<file path="src/rtl/main_fsm_pkg.sv">
// Shared controller package: main FSM state encodings, Op class constants and
// the control-word layout decoded from each state.
package main_fsm_pkg;

  typedef enum logic [3:0] {
    FETCH    = 4'd0,
    DECODE   = 4'd1,
    MEMADR   = 4'd2,
    MEMRD    = 4'd3,
    MEMWB    = 4'd4,
    MEMWR    = 4'd5,
    EXECUTER = 4'd6,
    EXECUTEI = 4'd7,
    ALUWB    = 4'd8,
    BRANCH   = 4'd9,
    UNKNOWN  = 4'd10
  } state_t;

  localparam logic [1:0] OP_DP    = 2'b00;
  localparam logic [1:0] OP_MEM   = 2'b01;
  localparam logic [1:0] OP_BR    = 2'b10;
  localparam logic [1:0] OP_UNDEF = 2'b11;

  localparam int FUNCT_I = 5;
  localparam int FUNCT_L = 0;

  typedef struct packed {
    logic       irwrite;
    logic       adrsrc;
    logic       alusrca;
    logic [1:0] alusrcb;
    logic [1:0] resultsrc;
    logic       nextpc;
    logic       regw;
    logic       memw;
    logic       branch;
    logic       aluop;
  } ctrl_t;

endpackage

</file>
<file path="src/rtl/main_fsm_flopr.sv">
// Codebase resettable flop: synchronous active-high reset to zero.
module flopr #(
  parameter int WIDTH = 4
) (
  input  logic             clk,
  input  logic             reset,
  input  logic [WIDTH-1:0] d,
  output logic [WIDTH-1:0] q
);

  always_ff @(posedge clk) begin
    if (reset) q <= '0;
    else       q <= d;
  end

endmodule

</file>
<file path="src/rtl/main_fsm.sv">
// Multicycle processor main control FSM (Moore): state held in flopr,
// next-state and control decode are purely combinational on the state.
module main_fsm
  import main_fsm_pkg::*;
(
  input  logic       clk,
  input  logic       reset,
  input  logic [1:0] Op,
  input  logic [5:0] Funct,
  output logic       IRWrite,
  output logic       AdrSrc,
  output logic       ALUSrcA,
  output logic [1:0] ALUSrcB,
  output logic [1:0] ResultSrc,
  output logic       NextPC,
  output logic       RegW,
  output logic       MemW,
  output logic       Branch,
  output logic       ALUOp,
  output logic [3:0] State
);

  logic [3:0] state, nxt;
  ctrl_t      ctrl;

  // Only I and L matter to the main FSM; the rest of Funct feeds ALU decode.
  logic unused_funct;
  assign unused_funct = ^Funct[4:1];

  flopr #(.WIDTH(4)) u_state (
    .clk  (clk),
    .reset(reset),
    .d    (nxt),
    .q    (state)
  );

  always_comb begin
    nxt = FETCH;
    case (state)
      FETCH:  nxt = DECODE;
      DECODE: begin
        case (Op)
          OP_DP:   nxt = Funct[FUNCT_I] ? EXECUTEI : EXECUTER;
          OP_MEM:  nxt = MEMADR;
          OP_BR:   nxt = BRANCH;
          default: nxt = UNKNOWN;
        endcase
      end
      MEMADR:   nxt = Funct[FUNCT_L] ? MEMRD : MEMWR;
      MEMRD:    nxt = MEMWB;
      EXECUTER: nxt = ALUWB;
      EXECUTEI: nxt = ALUWB;
      default:  nxt = FETCH;  // terminal states, UNKNOWN and encodings 11-15
    endcase
  end

  always_comb begin
    ctrl = '0;
    case (state)
      FETCH: begin
        ctrl.irwrite   = 1'b1;
        ctrl.nextpc    = 1'b1;
        ctrl.alusrca   = 1'b1;
        ctrl.alusrcb   = 2'b10;
        ctrl.resultsrc = 2'b10;
      end
      DECODE: begin
        ctrl.alusrca   = 1'b1;
        ctrl.alusrcb   = 2'b10;
        ctrl.resultsrc = 2'b10;
      end
      MEMADR:   ctrl.alusrcb = 2'b01;
      MEMRD:    ctrl.adrsrc  = 1'b1;
      MEMWB: begin
        ctrl.resultsrc = 2'b01;
        ctrl.regw      = 1'b1;
      end
      MEMWR: begin
        ctrl.adrsrc = 1'b1;
        ctrl.memw   = 1'b1;
      end
      EXECUTER: ctrl.aluop = 1'b1;
      EXECUTEI: begin
        ctrl.alusrcb = 2'b01;
        ctrl.aluop   = 1'b1;
      end
      ALUWB:    ctrl.regw = 1'b1;
      BRANCH: begin
        ctrl.alusrcb   = 2'b01;
        ctrl.resultsrc = 2'b10;
        ctrl.branch    = 1'b1;
      end
      default: ;
    endcase
  end

  assign IRWrite   = ctrl.irwrite;
  assign AdrSrc    = ctrl.adrsrc;
  assign ALUSrcA   = ctrl.alusrca;
  assign ALUSrcB   = ctrl.alusrcb;
  assign ResultSrc = ctrl.resultsrc;
  assign NextPC    = ctrl.nextpc;
  assign RegW      = ctrl.regw;
  assign MemW      = ctrl.memw;
  assign Branch    = ctrl.branch;
  assign ALUOp     = ctrl.aluop;
  assign State     = state;

endmodule

</file>
<file path="config.mk">
export PLATFORM = sky130hd
export DESIGN_NAME = main_fsm
export DESIGN_NICKNAME = d
export VERILOG_FILES = /design/src/rtl/main_fsm_pkg.sv /design/src/rtl/main_fsm_flopr.sv /design/src/rtl/main_fsm.sv
export SDC_FILE = /design/constraint.sdc
export NUM_CORES = 1
export LEC_CHECK = 0
export ABC_AREA = 1
export BUFFER_PORTS_ARGS = -buffer_cell sky130_fd_sc_hd__buf_2
export CORE_AREA = 2 2 39 41
export CTS_BUF_LIST = sky130_fd_sc_hd__clkbuf_8
export CTS_CLUSTER_SIZE = 14
export DETAILED_ROUTE_END_ITERATION = 10
export DIE_AREA = 0 0 41 43
export PLACE_DENSITY = 0.53
export SLEW_MARGIN = 20
export SYNTH_ARGS = -nofsm -noshare
export SYNTH_HDL_FRONTEND = slang
export SYNTH_SLANG_ARGS = --single-unit
</file>
<file path="constraint.sdc">
create_clock -name clk -period 1 [get_ports clk]
set_clock_uncertainty 0.05 [all_clocks]
set_input_delay 0.15 -clock clk [delete_from_list [all_inputs] [get_ports clk]]
set_output_delay 0.15 -clock clk [all_outputs]
set_load 0.01 [all_outputs]
</file>
# After elaboration in Yosys (flattened, before gate mapping)
# Cells that the tools add are included.
[totals]
wordCells = 33
register_bits = 4
inputBits = 10
[op_classes]
n_eq_ne = 11
n_mux = 13
n_reduce_logical = 8
[op_table]
columns = ["cell", "count"]
rows = [
  ["one-hot mux 4 bit (5 select lines)", 1],
  ["== test 4 x 3 -> 1 bit, second input constant", 4],
  ["one-hot mux 4 bit (3 select lines)", 1],
  ["== test 4 x 2 -> 1 bit, second input constant", 2],
  ["== test 4 bit, second input constant", 2],
  ["2-to-1 mux 1 bit", 8],
  ["one-hot mux 2 bit (2 select lines)", 2],
  ["OR reduction 2 bit", 4],
  ["OR reduction 3 bit", 2],
  ["== test 4 x 1 -> 1 bit, second input constant", 1],
  ["zero test 4 bit", 1],
  ["2-to-1 mux 3 bit", 1],
  ["== test 2 x 1 -> 1 bit, second input constant", 1],
  ["== test 2 bit, second input constant", 1],
  ["zero test 2 bit", 1],
]

# Logic depth before layout (Yosys ltp)
# Gate-level depths: netlist (run 1).
[depth]
word_depth = 3
ltp_mapped = 5
ltp_nobuf = 5

# By module
# A second synthesis (run 1) with hierarchy kept.
[unflattened]
cells_unflattened = 58
hier_area_um2 = 320.3
[modules_own_cells]
columns = ["module", "n_inst", "cells_per_inst", "seq_area_each_um2", "area_each_um2"]
rows = [
  ["main_fsm", 1, 46, 0.0, 210.2],
  ["flopr", 1, 12, 80.1, 110.1],
]

# Worst setup path after synthesis (run 1)
# No wires, ideal clock.
[synth_path]
path_kind = "register to output"
from = "register u_state.q[1]"
to = "output port NextPC"
t_arrival_ns = 0.994
required_time_ns = 0.800
setup_slack_ns = -0.194
stages_incl_launch_ff = 6
path_cell_list = "dfxtp_1 > buf_4 > inv_1 > nand2_1 > nor2_1 > buf_4"
[synth_between]
elab_chain_len = 2
[synth_rtl]
columns = ["item", "line_no", "source"]
rows = [
  ["from (decl)", "main_fsm_flopr.sv:8", "output logic [WIDTH-1:0] q"],
  ["from (signal assigned)", "main_fsm_flopr.sv:12", "if (reset) q <= '0;"],
  ["from (signal assigned)", "main_fsm_flopr.sv:13", "else q <= d;"],
  ["zero test 4 bit", "n/a", ""],
  ["2-to-1 mux 1 bit", "n/a", ""],
  ["to (decl)", "main_fsm.sv:15", "output logic NextPC,"],
]
# No other way between the ends.

# Worst setup path in the final report (run 1)
[layout_path]
from = "register u_state.q[2]"
to = "output port RegW"
[layout_between]
elab_chain_len = 3
word_cells_on_any_way = 4
cone_classes = "eq/ne (2); mux (1); reduce/logical (1)"
[layout_rtl]
columns = ["item", "line_no", "source"]
rows = [
  ["== test 4 bit or == test 4 x 3 -> 1 bit (tied branches)", "main_fsm.sv:59", "case (state)"],
  ["OR reduction 2 bit (no source line) *", "n/a", ""],
  ["2-to-1 mux 1 bit *", "main_fsm.sv:59", ""],
  ["to (decl)", "main_fsm.sv:16", "output logic RegW,"],
]
# Every way passes the cells marked *; elsewhere a longest branch is shown, timed or not.

==> results of run 1 <==
[synth_stat cells, drive strengths merged]
library cell  instances
o21ai                 2
nand3                 7
buf                   2
a21oi                 5
inv                   9
nand4                 1
nand2                10
dfxtp                 4
nor2                 12
[power groups by stage]
stage                     combinational (mW)  sequential (mW)  clock (mW)
after floorplan                        0.217            0.204           0
after global placement                 0.370            0.200           0
after detailed placement               0.372            0.200           0
after CTS                              0.474            0.199       0.357
after global routing                   0.533            0.203       0.379
final                                  0.485            0.199       0.350
[critical path, stage by stage, from the launching register on]
cell     delay [ns]
dfxtp_4        0.35
inv_4          0.08
buf_4          0.12
nand2_1        0.06
a21oi_2        0.12
buf_2          0.13
[what timing repair did]
action	CTS	global route
pin swaps	4	3
setup endpoints to repair	19	19
gates resized for setup	24	8
setup buffers	1	1
[metrics by stage]
step	instance area (sq um)	worst slack [ns]	setup TNS, ns	hold WS (ns)
finish	744	-0.264	-3.03	0.0744
global route	744	-0.319	-4.12	0.0687
CTS	719	-0.261	-3.12	0.0731
detailed placement	564	-0.0784	-0.553	0.304
global placement	564	-0.0658	-0.488	0.303
floorplan	364	-0.0177	-0.0348	0.159
[routing by layer]
| metal | up-vias | global-route usage | wire (um) |
|---|---|---|---|
| met5 | - | 0 | 0 |
| li1 | 241 | - | - |
| met4 | 0 | 0.100 | 23 |
| met2 | 20 | 0.181 | 451 |
| met1 | 178 | 0.145 | 350 |
| met3 | 3 | 0.0157 | 53 |
[cells by family after synthesis]
group,count (synthesis),share of synthesized area
simple gates,30,0.463
buf+inv,11,0.160
compound gates,7,0.115
flops,4,0.262
[final cells by class]
cell class	instances	area, sq um
Tap cell	16	20.0
Clock inverter	1	3.75
Fill cell	142	639
Inverter	9	43.8
Multi-Input combinational cell	37	250
Clock buffer	3	41.3
Sequential cell	4	95.1
Timing Repair Buffer	35	290
[path summary, 6_finish.rpt]
kind                     start           end  slack [ns]  cells past startpoint
hold / removal           reset  u_state.q[1]        0.07                      2
hold reg to reg   u_state.q[2]  u_state.q[0]        0.51                      3
setup / recovery  u_state.q[2]          RegW       -0.26                      5
setup reg to reg  u_state.q[2]  u_state.q[0]       -0.09                      7
==> results.md, run 1 <==
* Type of the tightest min-delay check: primary input to register
* PD cells at 1390 mW/mm^2
* Yosys warnings at 0
* CP endpoint kind: output port
* Critical path startpoint category: register
* DRC viols at 0
* Sw Share at 0.323
* Number of flip-flops in the largest register at 4
* Worst-path clk slew at 0.03 ns
* Total grt overflow at 0
* Hold Vio Cnt, Final at 0
* Worst slew pin tran at 0.222 ns
* Bufs on Longest Clock Path at 2
* PnR worst setup slack at -0.264 ns
* Final ANT Viol Nets at 0
* 1st-pass router iterations at 4
* Routed length per placed instance at about 8.4 um
* Number of global-route vias before repair at approximately 380
* Top post-synthesis cells by area: dfxtp_1 (26%), nand3_1 (11%), nand2_1 (11%)
* Clk network pwr share at 0.338
* Unrepaired setup endpoints after global routing: true
* Inserted Clock Buffers at 3
* Final Wtd Congestion at approximately 0.7
* Sequential share of power at 0.192
* P&R area growth vs syn at 144%
* Overall power at 1.03 mW
* Reg with most FFs: u_state.q
* Post-Place Cells at 100
* Largest net degree at the start of global routing at 7
* # H-tree levels at 1
* Total GRT Usage at 0.122
* CP Max Fanout at 3
* Post-synthesis net count at 62
* Port Buffer Count at 21
* Synthesized instance count at 52
* Die ar. at 0.00176 sq mm
* NetSw at 0.334 mW
* First-pass GRT wire length at 1430 um
* DP HPWL at 711 um
* Seq/Total Area, Yosys at 0.262
* Synth cell types at 14
* CTS Hold Bufs at 0
* Die Width at 41 um
* Setup violations, final at 18
* Worst skew pair latency at 0.22 ns
* Share of Yosys cell area claimed by the top area cell type at 0.262
* Site Rows at 14
* Pint at ~0.7 mW
* P_leak at approximately 0.37 nW
* Max cap viols at 0
* Finished Layout Cells at about 110
* Worst rel slew slack at 0.852
* Post-Syn Area at ~310 sq um
* Antenna violations before repair at 0
* Number of DRC markers in iteration 0 at 2
* Max-slew violations at 0
* Largest area contributor in the netlist: dfxtp_1
* Core area at approximately 0.0014 sq mm
* Vias per inst at 4.21
* Worst EP arrival at roughly 1.1 ns
* Combinational power share at 0.469
* CTS tree: yes
* Kind of critical path: register to output port
* Num ports at 26
* TritonCTS Sinks at 4
* Die height at 43 um
* Average size of a mapped cell at ~6 sq um
* Final wirelength at 878 um
* Largest registers: u_state.q x4
* Nets at 100
* Via count at 442
* Failing checks: negative setup slack
* Peak supply drop at about 650 uV
* Status: finished, violations left
* Min Tclk post-route at 1.26 ns
* Clock root cell: clkbuf_8
* Peak Freq at between 0.7 and 0.8 GHz
* Seq cells post-synth at 4
* N_diodes at 0
* Final core occ at 0.538
* CP required at ~0.80 ns
* Commonest cells after routing, fill and taps aside: buf_6 (16), buf_2 (13), nand2_1 (7), buf_4 (6)
* Final cycle utilization of the critical path at 1.26
* Commonest non-fill, non-tap cell in the layout: buf_6
* Share of post-route cells with drive strength above 1 at 0.730
* Initial Util at 0.221
No activity file was read; power rests on OpenSTA's default activity.
==> run 2: changes to the inputs <==
- BUFFER_PORTS_ARGS: -buffer_cell sky130_fd_sc_hd__buf_2 -> not set
- DONT_BUFFER_PORTS: not set -> 1
- PLACE_DENSITY: 0.53 -> 0.36
==> results.md, run 2 (synthesis gave the netlist of run 1 again) <==
* Routed length per placed instance at 10.3 um (was 8.36 um)
* Clock root cell: clkbuf_8 (unchanged)
* Overall power at 0.925 mW (was 1.03 mW)
* Number of global-route vias before repair at 340 (was 381)
* TritonCTS Sinks at 4 (unchanged)
* Largest registers: u_state.q x4 (unchanged)
* Register-to-register setup slack at -0.08 ns (was -0.09 ns)
* Total grt overflow at 0 (unchanged)
* Cell Area, Placed at 444 sq um (was 564 sq um)
* Worst path cell trace: inv_4 > nor2_4 > inv_4 > a21oi_4 (was inv_4 > buf_4 > nand2_1 > a21oi_2 > buf_2)
* 1st-pass router iterations at 1 (was 4)
* Final ANT Viol Nets at 0 (unchanged)
* First-pass GRT wire length at 1370 um (was 1430 um)
* N_diodes at 0 (unchanged)
* Worst rel slew slack at 0.846 (was 0.852)
* Setup violations, final at 19 (was 18)
* Reg2reg start: u_state.q[1] (was u_state.q[2])
* Number of DRC markers in iteration 0 at 0 (was 2)
* Final wirelength at 908 um (was 878 um)
* Largest net degree at the start of global routing at 7 (unchanged)
* CTS tree: yes (unchanged)
* Commonest non-fill, non-tap cell in the layout: buf_4 (was buf_6)
* Share of post-route cells with drive strength above 1 at 0.681 (was 0.730)
* Min Tclk post-route at 1.19 ns (was 1.26 ns)
* DP HPWL at 698 um (was 711 um)
* DRC viols at 0 (unchanged)
* Num ports at 26 (unchanged)
* Kind of critical path: register to output port (unchanged)
* Cells on worst reg2reg path at 5 (was 7)
* Peak Freq at 0.838 GHz (was 0.791 GHz)
* Hold slack at 0.0474 ns (was 0.0744 ns)
* PnR worst setup slack at -0.193 ns (was -0.264 ns)
* Type of the tightest min-delay check: primary input to register (unchanged)
* Worst r2r dst: u_state.q[1] (was u_state.q[0])
* Setup_tns at -2.11 ns (was -3.03 ns)
* Nets at 83 (was 100)
* # H-tree levels at 1 (unchanged)
* Port Buffer Count at 0 (was 21)
* CP required at 0.80 ns (about the same)
* Inserted Clock Buffers at 3 (unchanged)
* CP Max Fanout at 4 (was 3)
* Setup WS pre-CTS at -0.0515 ns (was -0.0784 ns)
* Worst EP arrival at 0.99 ns (was 1.06 ns)
* Initial Util at 0.221 (unchanged)
* Die Width at 41 um (unchanged)
* Final Wtd Congestion at 0.609 (was 0.706)
* Core area at 0.00138 sq mm (unchanged)
* Post-Place Cells at 77 (was 100)
* Die ar. at 0.00176 sq mm (unchanged)
* Vias per inst at 4.48 (was 4.21)
* CP endpoint kind: output port (unchanged)
* Number of flip-flops in the largest register at 4 (unchanged)
* Hold Vio Cnt, Final at 0 (unchanged)
* Total GRT Usage at 0.122 (unchanged)
* Worst-path clk slew at 0.04 ns (was 0.03 ns)
* Worst Hold Depth at 2 (unchanged)
* Status: finished, violations left (unchanged)
* Hold_sp: Op[1] (was reset)
* Commonest cells after routing, fill and taps aside: buf_4 (14), nand2_1 (7), nor2_4 (6), nand3_1 (5) (was buf_6 (16), buf_2 (13), nand2_1 (7), buf_4 (6))
* Worst stage delay on the critical path at 0.34 ns (was 0.35 ns)
* PD cells at 1490 mW/mm^2 (was 1390 mW/mm^2)
* Worst skew pair latency at 0.22 ns (about the same)
* Final core occ at 0.449 (was 0.538)
* Buf/Inv on CP at 2 (was 3)
* CP most frequent cell: inv_4
* Final cycle utilization of the critical path at 1.19 (was 1.26)
* CP delay by family, top: flip-flops (unchanged)
* Via count at 394 (was 442)
* Peak supply drop at 650 uV (about the same)
* Worst slew pin tran at 0.230 ns (was 0.222 ns)
* Critical path startpoint category: register (unchanged)
* Reg with most FFs: u_state.q (unchanged)
* Max cap viols at 0 (unchanged)
* Site Rows at 14 (unchanged)
* Die height at 43 um (unchanged)
* Worst path slowest cell: dfxtp_4 (unchanged)
* Antenna violations before repair at 0 (unchanged)
* Unrepaired setup endpoints after global routing: true (unchanged)
* Hold endpoint: u_state.q[3] (was u_state.q[1])
* Failing checks: negative setup slack (unchanged)
* Final instance area at 622 sq um (was 744 sq um)
* P_leak at 0.279 nW (was 0.373 nW)
* Max-slew violations at 0 (unchanged)
* Bufs on Longest Clock Path at 2 (unchanged)
* P&R area growth vs syn at 104% (was 144%)
* Finished Layout Cells at 88 (was 105)
==> run 2: what timing repair did <==
item	in CTS	in global routing
endpoints found under the hold margin	4	0
buffers inserted	5	1
pin swaps	5	1
resized for setup	19	4
hold buffers	1	0
setup endpoints to repair	14	19
==> run 2: cell type report <==
class	count	area [sq um]
fillers	165	762
multi-input cells	37	267
repair buffers	18	149
flip-flops and latches	4	95.1
inverters	9	46.3
clock buffers	3	41.3
well taps	16	20.0
clock inverters	1	3.75
==> run 2: worst max-delay path by stage <==
stage | start | endpoint | slack [ns] | depth (start not counted)
2_1_floorplan | u_state.q[1] | NextPC | -0.02 | 5
3_3_place_gp | u_state.q[2] | ResultSrc[0] | -0.04 | 4
3_5_place_dp | u_state.q[2] | ResultSrc[0] | -0.05 | 4
4_1_cts | u_state.q[3] | NextPC | -0.20 | 4
5_1_grt | u_state.q[3] | ALUSrcB[0] | -0.25 | 5
6_report | u_state.q[2] | RegW | -0.19 | 4
==> run 2: power by group <==
group	switching (mW)	internal, mW	total, mW
combinational	0.208	0.169	0.377
sequential	0.0239	0.175	0.199
clock	0.0863	0.262	0.348
==> run 2: layer usage <==
metal	part of all wire	vias up	track usage	routed length, um
met5	0	-	0	0
met4	0	0	0.0867	0
met3	0.076	0	0.0471	69
met2	0.51	16	0.188	461
met1	0.42	174	0.126	377
li1	-	204	-	-
==> run 2: worst register-to-register path: stages (launching register included) <==
cell and delay [ns]:
dfxtp_4 0.37, nor2_4 0.15, buf_4 0.12, buf_4 0.10, nand3_1 0.08, a21oi_2 0.14
==> run 3: changes to the inputs <==
- GPL_TIMING_DRIVEN: not set -> 0
==> results.md, run 3 (synthesis gave the netlist of run 1 again) <==
* Reg with most FFs: u_state.q (unchanged)
* Nets at 72 (was 83)
* Hold slack at 0.0504 ns (was 0.0474 ns)
* Kind of critical path: register to output port (unchanged)
* Unrepaired setup endpoints after global routing: true (unchanged)
* Final Wtd Congestion at 0.591 (was 0.609)
* Max cap viols at 0 (unchanged)
* Routed length per placed instance at 11.1 um (was 10.3 um)
* Post-Place Cells at 68 (was 77)
* Total GRT Usage at 0.131 (was 0.122)
* TritonCTS Sinks at 4 (unchanged)
* Worst skew pair latency at 0.22 ns (about the same)
* Max-slew violations at 0 (unchanged)
* Hold_sp: Op[1] (unchanged)
* Failing checks: negative setup slack (unchanged)
* Die Width at 41 um (unchanged)
* Final wirelength at 856 um (was 908 um)
* Largest net degree at the start of global routing at 7 (unchanged)
* P&R area growth vs syn at 91.0% (was 104%)
* Peak supply drop at 684 uV (was 650 uV)
* Fillers at 150 (was 165)
* Commonest non-fill, non-tap cell in the layout: nand2_1 (was buf_4)
* Reg2reg start: u_state.q[0] (was u_state.q[1])
* Register area at 92.6 sq um (was 95.1 sq um)
* PnR worst setup slack at -0.265 ns (was -0.193 ns)
* Num ports at 26 (unchanged)
* Die ar. at 0.00176 sq mm (unchanged)
* Core area at 0.00138 sq mm (unchanged)
* Initial Util at 0.221 (unchanged)
* Peak Freq at 0.790 GHz (was 0.838 GHz)
* Worst path cell trace: buf_8 > inv_4 > nand2_4 > nor2_4 > buf_6 (was inv_4 > nor2_4 > inv_4 > a21oi_4)
* Via count at 358 (was 394)
* Worst-path clk slew at 0.04 ns (about the same)
* Inserted Clock Buffers at 3 (unchanged)
* # H-tree levels at 1 (unchanged)
* Antenna violations before repair at 0 (unchanged)
* Critical path startpoint category: register (unchanged)
* CP Max Fanout at 5 (was 4)
* Hold Vio Cnt, Final at 0 (unchanged)
* CP endpoint kind: output port (unchanged)
* Number of global-route vias before repair at 342 (was 340)
* Worst slew pin tran at 0.248 ns (was 0.230 ns)
* DRC viols at 0 (unchanged)
* Site Rows at 14 (unchanged)
* CTS tree: yes (unchanged)
* DP HPWL at 676 um (was 698 um)
* Final instance area at 583 sq um (was 622 sq um)
* Commonest cells after routing, fill and taps aside: nand2_1 (7), nor2_4 (6), nand3_1 (5), buf_4 (4) (was buf_4 (14), nand2_1 (7), nor2_4 (6), nand3_1 (5))
* Total grt overflow at 0 (unchanged)
* First-pass GRT wire length at 1460 um (was 1370 um)
* Type of the tightest min-delay check: primary input to register (unchanged)
* Worst stage delay on the critical path at 0.33 ns (was 0.34 ns)
* Finished Layout Cells at 77 (was 88)
* Bufs on Longest Clock Path at 2 (unchanged)
* Final ANT Viol Nets at 0 (unchanged)
* Share of post-route cells with drive strength above 1 at 0.672 (was 0.681)
* Final cycle utilization of the critical path at 1.27 (was 1.19)
* CP required at 0.80 ns (about the same)
* Setup WS pre-CTS at -0.100 ns (was -0.0515 ns)
* P_leak at 0.232 nW (was 0.279 nW)
* Die height at 43 um (unchanged)
* Setup violations, final at 16 (was 19)
* Multi-input logic area at 308 sq um (was 267 sq um)
* Crit. Startpoint: u_state.q[1] (was u_state.q[2])
* Overall power at 0.911 mW (was 0.925 mW)
* Worst rel slew slack at 0.835 (was 0.846)
* Largest registers: u_state.q x4 (unchanged)
* Number of DRC markers in iteration 0 at 3 (was 0)
* Vias per inst at 4.65 (was 4.48)
* Port Buffer Count at 0 (unchanged)
* PD cells at 1560 mW/mm^2 (was 1490 mW/mm^2)
* Cell Area, Placed at 384 sq um (was 444 sq um)
* Worst EP arrival at 1.07 ns (was 0.99 ns)
* N_diodes at 0 (unchanged)
* 1st-pass router iterations at 4 (was 1)
* Number of flip-flops in the largest register at 4 (unchanged)
* Clock root cell: clkbuf_8 (unchanged)
* Min Tclk post-route at 1.27 ns (was 1.19 ns)
* Worst path slowest cell: dfxtp_2 (was dfxtp_4)
* Status: finished, violations left (unchanged)
run 3: cell types whose count changed in the layout (fill, tap and decap cells not counted), sizes merged:
cell / previous run / this run
buf: 17 / 6
run 3: worst max-delay path: cells and delay by family (launching register included):
family	cells	cell delay (ns)
buf+inv	3	0.33
simple gates	2	0.20
flops	1	0.33
run 3: final cells by class:
cell class                 count  area share
buffer                         2      0.0451
clock buffer                   3      0.0708
clock inverter                 1     0.00644
inverter                       9      0.0880
multi-input combinational     37       0.528
sequential                     4       0.159
tap                           16      0.0343
timing repair buffer           5      0.0687
run 3: path summary, 6_finish.rpt:
check / cells after the start / end / slack [ns]
worst max-delay path: 5 / NextPC / -0.27
worst min-delay path: 2 / u_state.q[3] / 0.05
worst max register to register: 5 / u_state.q[2] / -0.08
worst min register to register: 3 / u_state.q[0] / 0.55
run 3: routing by layer:
metal	share of wire	routed length, um	global-route usage
met4	0	0	0.0800
met3	0.084	72	0.0681
met2	0.49	422	0.191
met1	0.42	361	0.142
met5	0	0	0
run 3: repair_timing:
item                                    CTS  global route
gates cloned                              0             0
endpoints found under the hold margin     4             0
hold buffers                              1             0
pin swaps                                 7             5
setup buffers                             3             1
resized for setup                        20             9
endpoints found under the setup margin   15            16
run 3: power by group:
group          switching, mW  internal, mW  total (mW)  leakage (nW)
Sequential            0.0335         0.176       0.210        0.0353
Combinational          0.206         0.145       0.351         0.170
Clock                 0.0881         0.262       0.350        0.0269
run 3: per-stage QoR:
stage	utilization	setup TNS [ns]
3_3_place_gp	0.278	-0.662
3_5_place_dp	0.278	-0.707
6_report	0.421	-2.84
2_1_floorplan	-	-0.0348
4_1_cts	0.387	-3.16
5_1_grt	0.421	-3.81
